[src/rtl/trap_ctrl_pkg.sv]
// Shared definitions for the trap initiator: cause codes, ex_exc bit positions,
// FSM states and the latched trap record.
package trap_ctrl_pkg;

    // Cause codes as {interrupt, code[3:0]}
    localparam logic [4:0] CAUSE_INSTR_MIS = 5'h00;
    localparam logic [4:0] CAUSE_ILLEGAL   = 5'h02;
    localparam logic [4:0] CAUSE_EBREAK    = 5'h03;
    localparam logic [4:0] CAUSE_LOAD_MIS  = 5'h04;
    localparam logic [4:0] CAUSE_STORE_MIS = 5'h06;
    localparam logic [4:0] CAUSE_ECALL     = 5'h0B;
    localparam logic [4:0] CAUSE_IRQ_EXT   = 5'h1B;

    // Bit positions inside ex_exc
    localparam int EXC_INSTR_MIS = 0;
    localparam int EXC_ILLEGAL   = 1;
    localparam int EXC_EBREAK    = 2;
    localparam int EXC_ECALL     = 3;
    localparam int EXC_LOAD_MIS  = 4;
    localparam int EXC_STORE_MIS = 5;
    localparam int EXC_W         = 6;

    typedef enum logic [2:0] {
        ST_IDLE  = 3'd0,
        ST_RAISE = 3'd1,
        ST_CAUSE = 3'd2,
        ST_TVAL  = 3'd3,
        ST_JUMP  = 3'd4,
        ST_MRET  = 3'd5
    } trap_state_e;

    typedef struct packed {
        logic [4:0]  src;
        logic [31:0] pc;
        logic [31:0] tval;
    } trap_info_t;

endpackage

[src/rtl/trap_prio.sv]
// Fixed-priority trap selector: picks the winning exception (or the qualified irq)
// and the matching tval.
module trap_prio
    import trap_ctrl_pkg::*;
(
    input  logic [EXC_W-1:0] exc,
    input  logic             irq_req,
    input  logic [31:0]      pc,
    input  logic [31:0]      instr,
    input  logic [31:0]      target,
    input  logic [31:0]      dmem_addr,
    output logic             req,
    output logic [4:0]       src,
    output logic [31:0]      tval
);

    // ecall sits above the misaligned data accesses; irq always loses to any exception
    always_comb begin
        req  = 1'b1;
        src  = '0;
        tval = '0;
        if (exc[EXC_INSTR_MIS]) begin
            src  = CAUSE_INSTR_MIS;
            tval = target;
        end else if (exc[EXC_ILLEGAL]) begin
            src  = CAUSE_ILLEGAL;
            tval = instr;
        end else if (exc[EXC_EBREAK]) begin
            src  = CAUSE_EBREAK;
            tval = pc;
        end else if (exc[EXC_ECALL]) begin
            src  = CAUSE_ECALL;
        end else if (exc[EXC_LOAD_MIS]) begin
            src  = CAUSE_LOAD_MIS;
            tval = dmem_addr;
        end else if (exc[EXC_STORE_MIS]) begin
            src  = CAUSE_STORE_MIS;
            tval = dmem_addr;
        end else if (irq_req) begin
            src  = CAUSE_IRQ_EXT;
        end else begin
            req  = 1'b0;
        end
    end

endmodule

[src/rtl/trap_ctrl.sv]
// Trap initiator: latches the winning trap, pulses trap for one cycle, waits out the
// CSR capture, then flushes and redirects fetch to mtvec (or to mepc on mret).
module trap_ctrl
    import trap_ctrl_pkg::*;
#(
    parameter int          IRQ_ENABLE = 1,
    parameter logic [31:0] MTVEC_MASK = 32'hFFFFFFFC
) (
    input  logic        clk,
    input  logic        rst_n,
    input  logic        ex_valid,
    input  logic [31:0] ex_pc,
    input  logic [31:0] ex_instr,
    input  logic [31:0] ex_target,
    input  logic [31:0] ex_dmem_addr,
    input  logic [5:0]  ex_exc,
    input  logic        ex_mret,
    input  logic        irq,
    input  logic        irq_en,
    input  logic [31:0] mtvec_rdata,
    input  logic [31:0] mepc_rdata,
    output logic        trap,
    output logic [4:0]  trap_src,
    output logic [31:0] trap_pc,
    output logic [31:0] trap_tval,
    output logic        pipe_flush,
    output logic        redirect_valid,
    output logic [31:0] redirect_pc,
    output logic        stall
);

    trap_state_e      state, state_nxt;
    trap_info_t       info;
    logic [EXC_W-1:0] exc_v;
    logic             irq_req;
    logic             req;
    logic [4:0]       req_src;
    logic [31:0]      req_tval;

    assign exc_v   = ex_exc & {EXC_W{ex_valid}};
    assign irq_req = (IRQ_ENABLE != 0) && irq && irq_en && ex_valid;

    trap_prio u_prio (
        .exc       (exc_v),
        .irq_req   (irq_req),
        .pc        (ex_pc),
        .instr     (ex_instr),
        .target    (ex_target),
        .dmem_addr (ex_dmem_addr),
        .req       (req),
        .src       (req_src),
        .tval      (req_tval)
    );

    // The trap record is only captured from IDLE; it then holds until the next trap
    always_ff @(posedge clk or negedge rst_n) begin
        if (!rst_n) begin
            state <= ST_IDLE;
            info  <= '0;
        end else begin
            state <= state_nxt;
            if (state == ST_IDLE && req)
                info <= '{src: req_src, pc: ex_pc, tval: req_tval};
        end
    end

    always_comb begin
        state_nxt      = state;
        trap           = 1'b0;
        stall          = 1'b0;
        pipe_flush     = 1'b0;
        redirect_valid = 1'b0;
        redirect_pc    = '0;
        case (state)
            ST_IDLE: begin
                if (req)
                    state_nxt = ST_RAISE;
                else if (ex_valid && ex_mret)
                    state_nxt = ST_MRET;
            end
            ST_RAISE: begin
                trap      = 1'b1;
                stall     = 1'b1;
                state_nxt = ST_CAUSE;
            end
            ST_CAUSE: begin
                stall     = 1'b1;
                state_nxt = ST_TVAL;
            end
            ST_TVAL: begin
                stall     = 1'b1;
                state_nxt = ST_JUMP;
            end
            ST_JUMP: begin
                stall          = 1'b1;
                pipe_flush     = 1'b1;
                redirect_valid = 1'b1;
                redirect_pc    = mtvec_rdata & MTVEC_MASK;
                state_nxt      = ST_IDLE;
            end
            ST_MRET: begin
                stall          = 1'b1;
                pipe_flush     = 1'b1;
                redirect_valid = 1'b1;
                redirect_pc    = mepc_rdata;
                state_nxt      = ST_IDLE;
            end
            default: state_nxt = ST_IDLE;
        endcase
    end

    assign trap_src  = info.src;
    assign trap_pc   = info.pc;
    assign trap_tval = info.tval;

endmodule

[config.mk]
export PLATFORM = sky130hd
export DESIGN_NAME = trap_ctrl
export DESIGN_NICKNAME = d
export VERILOG_FILES = /design/src/rtl/trap_ctrl_pkg.sv /design/src/rtl/trap_prio.sv /design/src/rtl/trap_ctrl.sv
export SDC_FILE = /design/constraint.sdc
export NUM_CORES = 1
export LEC_CHECK = 0
export BUFFER_PORTS_ARGS = -buffer_cell sky130_fd_sc_hd__buf_4
export CAP_MARGIN = 5
export CORE_AREA = 2 2 121 123
export DETAILED_ROUTE_END_ITERATION = 8
export DIE_AREA = 0 0 123 125
export PLACE_DENSITY_LB_ADDON = 0.08
export SLEW_MARGIN = 20
export SYNTH_ARGS = -nofsm -noshare
export SYNTH_HDL_FRONTEND = slang
export SYNTH_SLANG_ARGS = --single-unit
[constraint.sdc]
create_clock -name clk -period 3.7 [get_ports clk]
set_clock_uncertainty 0.2 [all_clocks]
set_input_delay 0.185 -clock clk [delete_from_list [all_inputs] [get_ports clk]]
set_output_delay 0.185 -clock clk [all_outputs]
set_load 0.02 [all_outputs]
# ---- Yosys cells after proc, flatten, opt, wreduce, memory -nomap -nowiden
# Cells that the tools add are included.
dict set report totals {
  wordCells 45
  output_inout_bits 105
  inputBits 204
  register_bits 72
}
dict set report classes {
  bitwise 1
  n_mux 27
  eq_ne 6
  reduce_logical 7
}
# op n
set ops {}
lappend ops {{two-way mux 32 bit} 6}
lappend ops {{case mux 32 bit (2 select lines)} 1}
lappend ops {{two-way mux 5 bit} 7}
lappend ops {{case mux 3 bit (4 select lines)} 1}
lappend ops {{two-way mux 1 bit} 10}
lappend ops {{AND 6 bit} 1}
lappend ops {{== test 3 x 2 -> 1 bit, second input constant} 2}
lappend ops {{== test 3 bit, second input constant} 2}
lappend ops {{two-way mux 3 bit} 2}
lappend ops {{OR reduction 5 bit} 1}
lappend ops {{logical AND 1 bit} 4}
lappend ops {{== test 3 x 1 -> 1 bit, second input constant} 1}
lappend ops {{zero test 3 bit} 1}
lappend ops {{inequality test 3 x 2 -> 1 bit, second input constant} 1}
lappend ops {{OR reduction 2 bit} 1}

# ---- Longest topological paths before layout
# Gate-level depths: netlist (run 1).
dict set report depth {
  ltp_word 11
  depth_mapped 8
  mapped_depth_nobuf 4
}

# ---- By module
# A second synthesis (run 1) with hierarchy kept.
dict set report hier_totals {
  hier_cells 408
  area_unflattened_um2 4197.8
}
# mod cells_per_inst instances area_each_um2 seq_area_each_um2
set by_module_without_submodules {}
lappend by_module_without_submodules {trap_ctrl 242 1 3239.4 1801.7}
lappend by_module_without_submodules {trap_prio 166 1 958.4 0.0}

# ---- Worst setup path before layout (run 1)
# OpenSTA, ideal clock, no wires.
dict set report synth_timing {
  path_type {register to register}
  from {reg state[1]}
  to {reg info (netlist bit trap_tval[29])}
  synth_period_minus_slack_ns 2.094
  arrival_ns 1.773
  setup_slack_ns 1.606
  required_ns 3.379
  path_buffers 4
  stages_incl_launch_ff 8
  setup_ns 0.121
  path_cell_list {dfrtp_1 buf_6 or4b_1 a41o_1 buf_2 buf_6 buf_6 a22o_1}
}
dict set report synth_via {
  elab_chain_cells 2
}
# element line
set synth_lines {}
lappend synth_lines {{from (decl)} trap_ctrl.sv:32} ;# trap_state_e state, state_nxt;
lappend synth_lines {{from (signal assigned)} trap_ctrl.sv:61} ;# state <= state_nxt;
lappend synth_lines {{zero test 3 bit} trap_ctrl.sv:62} ;# if (state == ST_IDLE && req)
lappend synth_lines {{logical AND 1 bit} trap_ctrl.sv:62}
lappend synth_lines {{to (signal assigned)} trap_ctrl.sv:63} ;# info <= '{src: req_src, pc: ex_pc, tval: req_tval};
lappend synth_lines {{to (decl)} trap_ctrl.sv:33} ;# trap_info_t info;
# No other way between the ends.
# A chain may end at the register's enable or synchronous reset.

# ---- Final worst setup path (run 1)
dict set report layout_timing {
  from {in ex_exc[3]}
  to {reg info (netlist bit trap_pc[13])}
}
dict set report layout_via {
  elab_chain_cells 6
}
# element line
set layout_lines {}
lappend layout_lines {{from (decl)} trap_ctrl.sv:16} ;# input logic [5:0] ex_exc,
lappend layout_lines {{AND 6 bit} trap_ctrl.sv:40} ;# assign exc_v = ex_exc & {EXC_W{ex_valid}};
lappend layout_lines {{two-way mux 1 bit} trap_prio.sv:31} ;# end else if (exc[EXC_ECALL]) begin
lappend layout_lines {{two-way mux 1 bit} trap_prio.sv:28} ;# end else if (exc[EXC_EBREAK]) begin
lappend layout_lines {{two-way mux 1 bit} trap_prio.sv:25} ;# end else if (exc[EXC_ILLEGAL]) begin
lappend layout_lines {{two-way mux 1 bit} trap_prio.sv:22} ;# if (exc[EXC_INSTR_MIS]) begin
lappend layout_lines {{logical AND 1 bit} trap_ctrl.sv:62}
# No other way between the ends.

==> results of run 1 <==
[worst min-delay path, stage by stage]
cell,delay [ps]
sky130_fd_sc_hd__buf_4,80
sky130_fd_sc_hd__a22o_1,120
sky130_fd_sc_hd__a22o_1,110
[logic make-up after synthesis]
logic type      Yosys count
buf+inv                  50
compound gates          139
xor+xnor                  1
simple gates            124
mux                      62
flops                    72
[flip-flops by register name, indices dropped and copies added, names as in the netlist]
register and flops:
state 3, trap_pc 32, trap_src 5, trap_tval 32
[power groups by stage]
stage	clock [mW]	sequential, mW	combinational, mW
final	0.929	1.35	2.58
after global routing	0.990	1.40	2.75
after CTS	0.949	1.35	2.61
after detailed placement	0	1.36	2.56
after global placement	0	1.34	2.53
after floorplan	0	1.74	1.14
[worst max path at each step]
stage	end	slack, ps	depth (start not counted)
5_1_grt	trap_pc[20]$_DFFE_PN0P_	1000	6
4_1_cts	trap_pc[17]$_DFFE_PN0P_	1130	6
3_5_place_dp	trap_pc[17]$_DFFE_PN0P_	1160	5
3_3_place_gp	trap_pc[16]$_DFFE_PN0P_	1210	5
2_1_floorplan	trap_tval[29]$_DFFE_PN0P_	1610	7
6_report	trap_pc[13]$_DFFE_PN0P_	1090	6
[metal layers]
metal / part of all wire [%] / wire (µm) / global-route usage [%] / up-vias
li1: - / - / - / 2306
met3: 6.3 / 1040 / 3.969 / 22
met2: 53 / 8841 / 40.75 / 185
met5: 0 / 0 / 0 / -
met1: 38 / 6331 / 23.00 / 2307
met4: 2.1 / 350 / 6.350 / 0
[layout make-up]
cell class                 count  area, µm²
clock buffer                  11      232.7
sequential                    72       1803
inverter                       3      11.26
tap                          184      230.2
multi-input combinational    326       2286
clock inverter                 5      81.33
fill                        1343       6649
timing repair buffer         368       2910
[Yosys cell counts (all sizes together)]
cell / number
a21oi: 34
mux2i: 30
a22oi: 1
a211oi: 1
nand2: 73
or4b: 1
dfrtp: 72
nor3: 4
buf: 19
a41o: 1
xnor2: 1
and3b: 1
a22o: 62
and3: 3
or4: 1
o21a: 1
a32o: 2
o21ai: 3
mux2: 32
o22ai: 31
nand3: 1
o31ai: 2
nor3b: 2
nor2: 36
nand2b: 1
inv: 3
o41ai: 1
clkbuf: 28
nand4: 1
[through the flow]
| stage | instance area [µm²] | setup slack [ps] | util, % |
|---|---|---|---|
| after floorplan | 4329 | 1606 | - |
| after global placement | 6700 | 1210 | 47.17 |
| after detailed placement | 6700 | 1160 | 47.17 |
| after CTS | 7555 | 1130 | 53.19 |
| after global routing | 7555 | 1004 | 53.19 |
| final | 7555 | 1089 | 53.19 |
==> out/results.txt, run 1 <==
sky130_fd_sc_hd__dfrtp_1 takes more of the synthesized area than any other cell. Walking the worst path, the cells encountered are dlygate4sd3_1, buf_4, nor2_1, a41o_4, buf_12, mux2_2. The pin slew with the least headroom to its limit was 1042 ps. The endpoint identified for the worst register-to-register timing path is trap_pc[13]$_DFFE_PN0P_. The critical path startpoint is ex_exc[3]. The run gives 54 as the number of buffers added to fix hold violations after cts. The startpoint type of the worst setup path is an input pin.

The path with the worst hold slack has its endpoint at trap_tval[24]$_DFFE_PN0P_. The number of nets in the finished design was 984. Setup repair after global routing left no endpoint under its margin. The clock transition time at the flip-flop clock pins of the worst setup and hold paths came out at 60 ps.

The xor/xnor cell area share of the yosys netlist is 0.2023%. Measured along the x axis, the die boundary spans 123 µm. The first detailed-routing pass ran for 4 iterations.

The run gives 448 as the synthesized instance count. Startpoint-to-endpoint class of the critical path: input pin to register. For this run the aggregate overflow at the end of global routing stands at 0. Excluding fillers, the count of instances in the completed layout stands at 969.

For this configuration, the core starts out at a cell density of 30.48%. Relative to the synthesized area, the layout overhead comes to 74.51%. After the first detailed-routing iteration, the DRC count stood at 155. In this run the tightest slew margin relative to its limit is 30.07%. The worst hold path begins at ex_dmem_addr[24].

Arrival time at the worst endpoint: 2630 ps. Via count normalized by instance count: 4.974. Routed wire length per instance: 17.09 µm. The first global-routing pass estimated 25510 µm of wire. The run gives 27.8% as the register share of total power.

The height of the die works out to 125 µm. Total of buffers placed on input and output ports: 306. Subtracting the final worst setup slack from the clock period gives 2611 ps. Sink count of the clock tree: 72.

In this run the worst path has a maximum fanout of 55. Summed over all cells, the static leakage comes to 3.762 nW. Timing would allow up to 382.9 MHz.

The critical path contains buffers and inverters numbering 3 combined. The run gives 0 as the max-cap check violation count. The logs give 3 for the number of H-tree levels and 0 for the number of antenna violations at the first check in global routing.

The detailed router placed 4820 vias in this run. Along the worst hold path, the cell count comes to 3. The logs give 0 for the DRC violations left and 6.925 ps for the worst hold margin.

The most common cell after layout, fill and taps aside is sky130_fd_sc_hd__buf_4. The number of hold violations in the final report was 0; the maximum vdd drop was 229.7 µV. The area fraction of the dominant cell type after synthesis came out at 41.62%. Of the total power, the clock network draws 19.1%. Entering global routing, the biggest net connects 73 pins. The number of cells after detailed placement was 899; the total internal power was 2.980 mW. The tools report the worst flop-to-flop path startpoint as state[1]$_DFFE_PN0P_. Areal power density over the cells: 643.7 nW/µm². The simple logic cell fraction of the synthesized area was 11.71%. The run gives 16560 µm as the routed wire length. The flow ran to the end, and the final reports show no timing, DRC or antenna violations.

Worst min-delay path category: input pin to register. The count of cells resized by post-cts repair was 0. After synthesis, the cell types taking the most area are sky130_fd_sc_hd__dfrtp_1 (42%), sky130_fd_sc_hd__a22o_1 (13%), sky130_fd_sc_hd__mux2_2 (8.3%). The worst setup path is captured at a register. The run gives 33 as the distinct cell type count after synthesis. For the row count, the log shows 44. During I/O placement, the number of pins put on the boundary was 309.

The post-route netlist has 49.17% of its cells at a drive strength greater than 1. The number of routed nets with antenna violations was 0; the worst-case clock buffer depth was 2. The final-report max-slew violation count is 0. Dominant combinational cell family by area after synthesis: compound AO/OA/AOI/OAI gates. TritonCTS built the clock tree. The mean instance size in the synthesized netlist was 9.663 µm². For flop-to-flop paths, the worst setup slack is 1220 ps. After Yosys synthesis, full adders, half adders and majority gates account for 0% of the synthesized area. After clock tree synthesis, the setup repair step added 0 buffers.

Setup violations remaining at the end of the flow were counted as 0. The synthesized netlist devotes 25.20% of its cell area to compound gates. The largest single stage delay on the critical path is 710 ps.

The synthesized design contains 72 register bits. At the later pin of the worst-skew pair, clock insertion delay measures 330 ps. Data on the critical path is required at its endpoint by 3720 ps. Total negative setup slack: 0 ps. The number of global-route vias before repair is 5071. The die covers 15380 µm².

Weighted congestion reported at the end of routability-driven placement: 0.7156. The count of cells along the worst register-to-register path works out to 4. The cell family contributing the most delay on the critical path is buffers and inverters. The sequential share of the synthesized area was 41.62%. The detailed placement HPWL was 11830 µm; the switching power as a share of total power was 38.73%.

For this design, the slowest cell found on the critical path is sky130_fd_sc_hd__a41o_4. The total area inside the core boundary comes to 14200 µm². The post-synthesis net count is 652, and the share of the cycle needed by the critical path after routing is 70.58%. The tools report the netlist area before placement as 4329 µm². In this run the clock root is driven by a sky130_fd_sc_hd__clkbuf_16. Across every metal layer, demand over resource in global routing totals 21.20%.

Summed over all nets, the switching power comes to 1.883 mW. In this run, the combinational gates consume 53.1% of the power. The tools report the antenna cell count as 0. The top cell types in the final layout, fill and taps aside, are sky130_fd_sc_hd__buf_4 (313), sky130_fd_sc_hd__nand2_1 (73), sky130_fd_sc_hd__dfrtp_1 (71).

Buffers inserted during clock tree synthesis total 9. Measured against the total synthesized area, the mux share comes to 15.26%. The logs give 0 for the Yosys warning count and 4.863 mW for the overall power of the completed layout.
Power figures use the tool's default switching activity.
==> inputs of run 2 (changes only) <==
==> constraint.sdc (replaced) <==
create_clock -name clk -period 2.7 [get_ports clk]
set_clock_uncertainty 0.2 [all_clocks]
set_input_delay 0.135 -clock clk [delete_from_list [all_inputs] [get_ports clk]]
set_output_delay 0.135 -clock clk [all_outputs]
set_load 0.02 [all_outputs]
==> run 2 against run 1 <==
First-iteration DRC count fell by 14%. Register-to-register slack got worse by 830 ps. Final cell count is 2.0% higher. Flip-flop and latch count unchanged. Worst hold slack improved by 20 ps. Non-clock buffer count increased by 20. Combinational power up 38%. Via count up 2.6%. Cell area increased by 2.3%. Clock power up 29%. Sequential power is 37% higher. Wire length increased by 2.8%. Critical endpoint is now trap_pc[12]$_DFFE_PN0P_. Largest power group unchanged. Highest routed layer unchanged.
==> out/results.txt, run 2 (synthesis results as in run 1) <==
The startpoint identified for the worst register-to-register timing path is state[1]$_DFFE_PN0P_. For the worst-case clock buffer depth, the log shows 2 (unchanged). The number of detailed-routing iterations run before antenna repair was 4 (unchanged). The most common cell after layout, fill and taps aside was sky130_fd_sc_hd__buf_4. The root buffer cell chosen for the clock tree is sky130_fd_sc_hd__clkbuf_16.

For the max-cap check violation count, the log shows 0 (unchanged). The pin slew with the least headroom to its limit was 875.4 ps (-167.1 ps); the total negative setup slack was 0 ps (unchanged). The tools report the endpoint type of the worst setup path as a register.

The biggest fanout along the worst timing path came out at 56 (+1.8%). For the number of routed nets with antenna violations, the log shows 0 (unchanged). The relative slew slack came out at 41.64% (+12 points). Setup repair after global routing left no endpoint under its margin. The area of the core came out at 14200 µm² (unchanged). TritonCTS built the clock tree. The number of nets in the finished design was 1004 (+2.0%).

The minimum period implied by the final worst setup slack is 2310 ps, and the wire length of the first global-routing pass is 25460 µm (-0.19%). The height of the die is 125 µm (unchanged). Final core area utilization: 54.40% (+1.2 points).

The DRC violations left is 0 (unchanged), and the areal power density over the cells is 854.4 nW/µm² (+33%). The min-delay analysis places its worst path in the category input pin to register. For the pin count of the biggest net entering global routing, the log shows 70 (-4.1%). In this run the most critical hold path is launched from ex_target[30]. The weighted congestion reported at the end of routability-driven placement came out at 0.7455 (+4.2%). The die outline area was 15380 µm² (unchanged); the total CTS buffers was 9 (unchanged). The flow ran to the end, and the final reports show no timing, DRC or antenna violations. The critical path in this run is classified as register to register.

The arrival time at the worst endpoint is 2320 ps (-310 ps), and the share of the cycle needed by the critical path after routing is 85.57%. The clock transition time at the flip-flop clock pins of the worst setup and hold paths works out to 60 ps (about the same). The total of buffers placed on input and output ports is 306 (unchanged). In this run the worst setup path begins at state[1]$_DFFE_PN0P_.

The run gives 12300 µm (+4.0%) as the detailed placement HPWL. The tools report the initial DRC count as 133 (-14%). The number of H-tree levels was 3 (unchanged); the initial core utilization was 30.48% (unchanged).

The final setup violation count came out at 0 (unchanged). The number of antenna violations at the first check in global routing is 1 (+1), and the number of global-route vias before repair is 4986 (-1.7%). The via count normalized by instance count works out to 5.007 (+0.66%). From synthesis to final layout, the design area changed by 78.47%. The tools report the required time reported for the critical path endpoint as 2710 ps (-1010 ps). The worst setup path is launched from a register. The final-report max-slew violation count was 0 (unchanged). The routed wire length per instance was 17.24 µm (+0.85%); the flop-to-flop setup slack was 390 ps (-830 ps). Vias after detailed routing: 4947 (+2.6%).

The global router's overall resource usage was 21.46% (+0.26 points). The count of cells resized by post-cts repair is 0 (unchanged). The insertion delay of the later-clocked pin in the worst-skew pair was 330 ps (about the same).

The row count is 44 (unchanged), and the achievable clock frequency is 432.8 MHz. The sink count of the clock tree was 72 (unchanged). The routed wire length is 17030 µm (+2.8%).

Die extent in x: 123 µm (unchanged). The leakage power figure came out at 3.844 nW (+2.2%). Leaving out fill and tap cells, the most frequent cells in the layout are sky130_fd_sc_hd__buf_4 (318), sky130_fd_sc_hd__nand2_1 (73), sky130_fd_sc_hd__dfrtp_1 (71).

The tools report the top-level port count as 309 (unchanged). The run gives 0 (unchanged) as the number of hold violations in the final report. The final global-route overflow total is 0 (unchanged), and the share of post-route cells with drive strength above 1 is 48.69% (-0.48 points). The tools report the maximum vdd drop as 370.0 µV (+61%).
## run 2: through the flow
step	total power, mW	cell area (µm²)	hold slack, ps	instances	worst slack (ps)
2_1_floorplan	3.941	4329	-360.6	448	606.5
3_3_place_gp	5.310	6738	30.02	904	443.5
3_5_place_dp	5.372	6738	30.83	904	409.6
4_1_cts	6.682	7724	6.213	987	355.2
5_1_grt	6.972	7726	34.10	988	236.3
6_report	6.601	7726	26.78	988	389.6
## run 2: critical path, cell delays in order (launching register included)
cell	delay [ps]
sky130_fd_sc_hd__dfrtp_1	450
sky130_fd_sc_hd__or4b_1	550
sky130_fd_sc_hd__a41o_4	260
sky130_fd_sc_hd__buf_4	310
sky130_fd_sc_hd__mux2_2	370
## run 2: timing repair
| item | 4_1_cts | 5_1_grt |
|---|---|---|
| endpoints found under the hold margin | 117 | 0 |
| buffers inserted | 0 | 0 |
| hold buffers | 69 | 0 |
## run 2: worst paths after layout
check,to,depth (start not counted)
max,trap_pc[12]$_DFFE_PN0P_,4
min,trap_tval[30]$_DFFE_PN0P_,4
max reg2reg,trap_pc[12]$_DFFE_PN0P_,4
min reg2reg,trap_src[0]$_DFFE_PN0P_,2
max in group asynchronous,trap_tval[2]$_DFFE_PN0P_,3
min in group asynchronous,trap_tval[8]$_DFFE_PN0P_,2
## run 2: report_power, final
part | internal (mW) | leakage (nW) | switching (mW) | total [mW]
clock | 0.754 | 0.143 | 0.444 | 1.20
sequential | 1.57 | 0.891 | 0.283 | 1.85
combinational | 1.72 | 2.81 | 1.84 | 3.55
total | 4.04 | 3.84 | 2.56 | 6.60
## run 2: per-layer routing
layer | vias to the layer above | GRT usage [%] | wire length [µm]
met3 | 24 | 3.330 | 1053
met5 | - | 0 | 0
met1 | 2375 | 23.54 | 6386
met4 | 0 | 8.021 | 388
met2 | 203 | 40.69 | 9205
li1 | 2345 | - | -
## run 2: final cells by class
class	instances	area (µm²)
Fill cell	1308	6477
Timing Repair Buffer	388	3098
Multi-Input combinational cell	326	2286
Sequential cell	72	1803
Clock buffer	11	252.7
Tap cell	184	230.2
Clock inverter	3	42.54
Inverter	3	11.26
Antenna cell	1	2.502
==> inputs of run 3 (changes only) <==
--- a/config.mk
+++ b/config.mk
@@ -11,6 +11,7 @@
 export DETAILED_ROUTE_END_ITERATION = 8
 export DIE_AREA = 0 0 123 125
 export PLACE_DENSITY_LB_ADDON = 0.08
+export RECOVER_POWER = 100
 export SLEW_MARGIN = 20
 export SYNTH_ARGS = -nofsm -noshare
 export SYNTH_HDL_FRONTEND = slang
==> run 3 against run 2 <==
Maximum frequency down 7.0%. First-iteration DRC count stayed put. Core utilization fell by 2.9 points. Register-to-register slack lost 170 ps. Final cell count unchanged. Sequential share of layout area rose by 1.3 points. Largest power group unchanged.
==> out/results.txt, run 3 (synthesis results as in run 1) <==
Clock transition time at the flip-flop clock pins of the worst setup and hold paths: 60 ps (about the same). The worst setup path is captured at a register. The die extent in x works out to 123 µm (unchanged). For the number of H-tree levels, the log shows 3 (unchanged). The number of detailed-routing iterations run before antenna repair is 4 (unchanged), and the number of cells traversed by the worst hold path is 4 (unchanged).

The height of the die is 125 µm (unchanged). The worst min-delay path category is input pin to register. The routed wire length was 16950 µm (-0.50%). The final-report max-slew violation count was 0 (unchanged); the number of buffers added to fix hold violations after cts was 69 (unchanged). The pin count of the biggest net entering global routing came out at 70 (unchanged). Pin slew with the least headroom to its limit: 1369 ps (+493.4 ps).

The logs give 0 (unchanged) for the final setup violation count and 12300 µm (unchanged) for the detailed placement HPWL. For the insertion delay of the later-clocked pin in the worst-skew pair, the log shows 330 ps (about the same). Routed wire length per instance: 17.15 µm (-0.50%). The worst flop-to-flop path startpoint is state[1]$_DFFE_PN0P_.

For the number of global-route vias before repair, the log shows 4986 (unchanged). STA classifies the critical path startpoint as a register. Final core area utilization: 51.51% (-2.9 points).

The number of antenna violations at the first check in global routing was 1 (unchanged); the wire length of the first global-routing pass was 25460 µm (unchanged). The vias after detailed routing is 4913 (-0.69%). The logs give 9 (unchanged) for the total CTS buffers and 0.7455 (unchanged) for the weighted congestion reported at the end of routability-driven placement.

For the final global-route overflow total, the log shows 0 (unchanged). The share of the cycle needed by the critical path after routing was 91.97% (+6.4 points); the global router's overall resource usage was 21.46% (unchanged). Via count normalized by instance count: 4.973 (-0.69%). The startpoint identified for the worst hold timing path is ex_target[30]. For the worst-case clock buffer depth, the log shows 2 (unchanged). The arrival time at the worst endpoint is 2500 ps (+180 ps).

The logs give 402.7 MHz (-7.0%) for the achievable clock frequency and 44 (unchanged) for the row count. The worst hold margin is 25.41 ps (-1.369 ps). For the number of nets in the finished design, the log shows 1004 (unchanged). Initial DRC count: 133 (unchanged). TritonCTS built the clock tree.

The count of cells along the worst register-to-register path was 4 (unchanged). The total of buffers placed on input and output ports was 306 (unchanged). The relative slew slack is 8.751% (-33 points). The initial core utilization is 30.48% (unchanged). The flow ran to the end, and the final reports show no timing, DRC or antenna violations.

DRC violations left: 0 (unchanged). End of the worst register-to-register path: trap_pc[12]$_DFFE_PN0P_. The required time reported for the critical path endpoint was 2710 ps (about the same); the biggest fanout along the worst timing path was 56 (unchanged). Number of hold violations in the final report: 0 (unchanged). The worst hold path endpoint is trap_tval[30]$_DFFE_PN0P_.

The tools report the maximum vdd drop as 369.5 µV (-0.13%). The flop-to-flop setup slack is 220 ps (-170 ps), and the count of cells resized by post-cts repair is 0 (unchanged). The minimum setup slack after placement is 409.6 ps (unchanged), and the share of post-route cells with drive strength above 1 is 35.24% (-13 points). The sink count of the clock tree was 72 (unchanged). The minimum period implied by the final worst setup slack was 2483 ps (+172.7 ps).

The cell sitting at the root of the clock tree is a sky130_fd_sc_hd__clkbuf_16. The areal power density over the cells works out to 835.8 nW/µm² (-2.2%). The max-cap check violation count is 0 (unchanged). The top cell types in the final layout, fill and taps aside, are sky130_fd_sc_hd__buf_4 (207), sky130_fd_sc_hd__clkbuf_1 (107), sky130_fd_sc_hd__nand2_1 (73). The number of buffers inserted to repair setup after CTS was 0 (unchanged). Setup repair after global routing left no endpoint under its margin. The top-level port count was 309 (unchanged).

The area of the core is 14200 µm² (unchanged). The setup slack after layout came out at 216.9 ps (-172.7 ps). The post-synthesis to final-layout area growth is 68.99%. The total negative setup slack is 0 ps (unchanged). The library cell used most frequently in the layout, excluding fill and tap cells, is sky130_fd_sc_hd__buf_4.

The startpoint-to-endpoint class of the critical path is register to register. The logs give 0 (unchanged) for the number of routed nets with antenna violations and 15380 µm² (unchanged) for the die outline area. The tools report the leakage power figure as 3.422 nW (-11%). The overall power of the completed layout was 6.115 mW (-7.4%).
==> run 3: cell types whose count changed in the layout (fill, tap and decap cells not counted) <==
cell,previous run,this run
sky130_fd_sc_hd__a21oi_1,14,15
sky130_fd_sc_hd__a21oi_2,20,19
sky130_fd_sc_hd__clkbuf_2,0,2
sky130_fd_sc_hd__clkbuf_1,0,107
sky130_fd_sc_hd__buf_4,318,207
sky130_fd_sc_hd__clkbuf_4,0,2
==> run 3: critical path, cell delays in order, from the launching register on <==
cell,delay [ps]
sky130_fd_sc_hd__dfrtp_1,450
sky130_fd_sc_hd__or4b_1,550
sky130_fd_sc_hd__a41o_4,250
sky130_fd_sc_hd__clkbuf_4,440
sky130_fd_sc_hd__mux2_2,430
==> run 3: worst max-delay path by stage <==
stage | from | endpoint | slack, ps | depth (start not counted)
floorplan | state[1]$_DFFE_PN0P_ | trap_tval[29]$_DFFE_PN0P_ | 610 | 7
global placement | state[1]$_DFFE_PN0P_ | trap_pc[14]$_DFFE_PN0P_ | 440 | 4
detailed placement | state[1]$_DFFE_PN0P_ | trap_pc[8]$_DFFE_PN0P_ | 410 | 4
CTS | state[1]$_DFFE_PN0P_ | redirect_pc[0] | 360 | 5
global route | state[1]$_DFFE_PN0P_ | trap_pc[8]$_DFFE_PN0P_ | 140 | 4
finish | state[1]$_DFFE_PN0P_ | trap_pc[12]$_DFFE_PN0P_ | 220 | 4
==> run 3: metal layers <==
metal	vias up	global-route usage [%]	part of all wire (%)
met3	22	3.330	5.7
met4	0	8.021	2.1
met2	184	40.69	54
met5	-	0	0
li1	2347	-	-
met1	2360	23.54	38
==> run 3: layout make-up <==
type | instances | area [µm²]
Fill cell | 1398 | 6888
Timing Repair Buffer | 388 | 2691
Multi-Input combinational cell | 326 | 2282
Sequential cell | 72 | 1803
Clock buffer | 11 | 252.7
Tap cell | 184 | 230.2
Clock inverter | 3 | 42.54
Inverter | 3 | 11.26
Antenna cell | 1 | 2.502
==> run 3: report_power, final <==
| part | switching, mW | leakage, nW | internal [mW] | total (mW) |
|---|---|---|---|---|
| sequential | 0.274 | 0.891 | 1.57 | 1.84 |
| combinational | 1.83 | 2.39 | 1.24 | 3.07 |
| clock | 0.448 | 0.143 | 0.754 | 1.20 |
| total | 2.55 | 3.42 | 3.56 | 6.11 |
==> run 3: through the flow <==
step / area (µm²) / instances
final: 7316 / 988
after global routing: 7316 / 988
after CTS: 7724 / 987
after detailed placement: 6738 / 904
after global placement: 6738 / 904
after floorplan: 4329 / 448
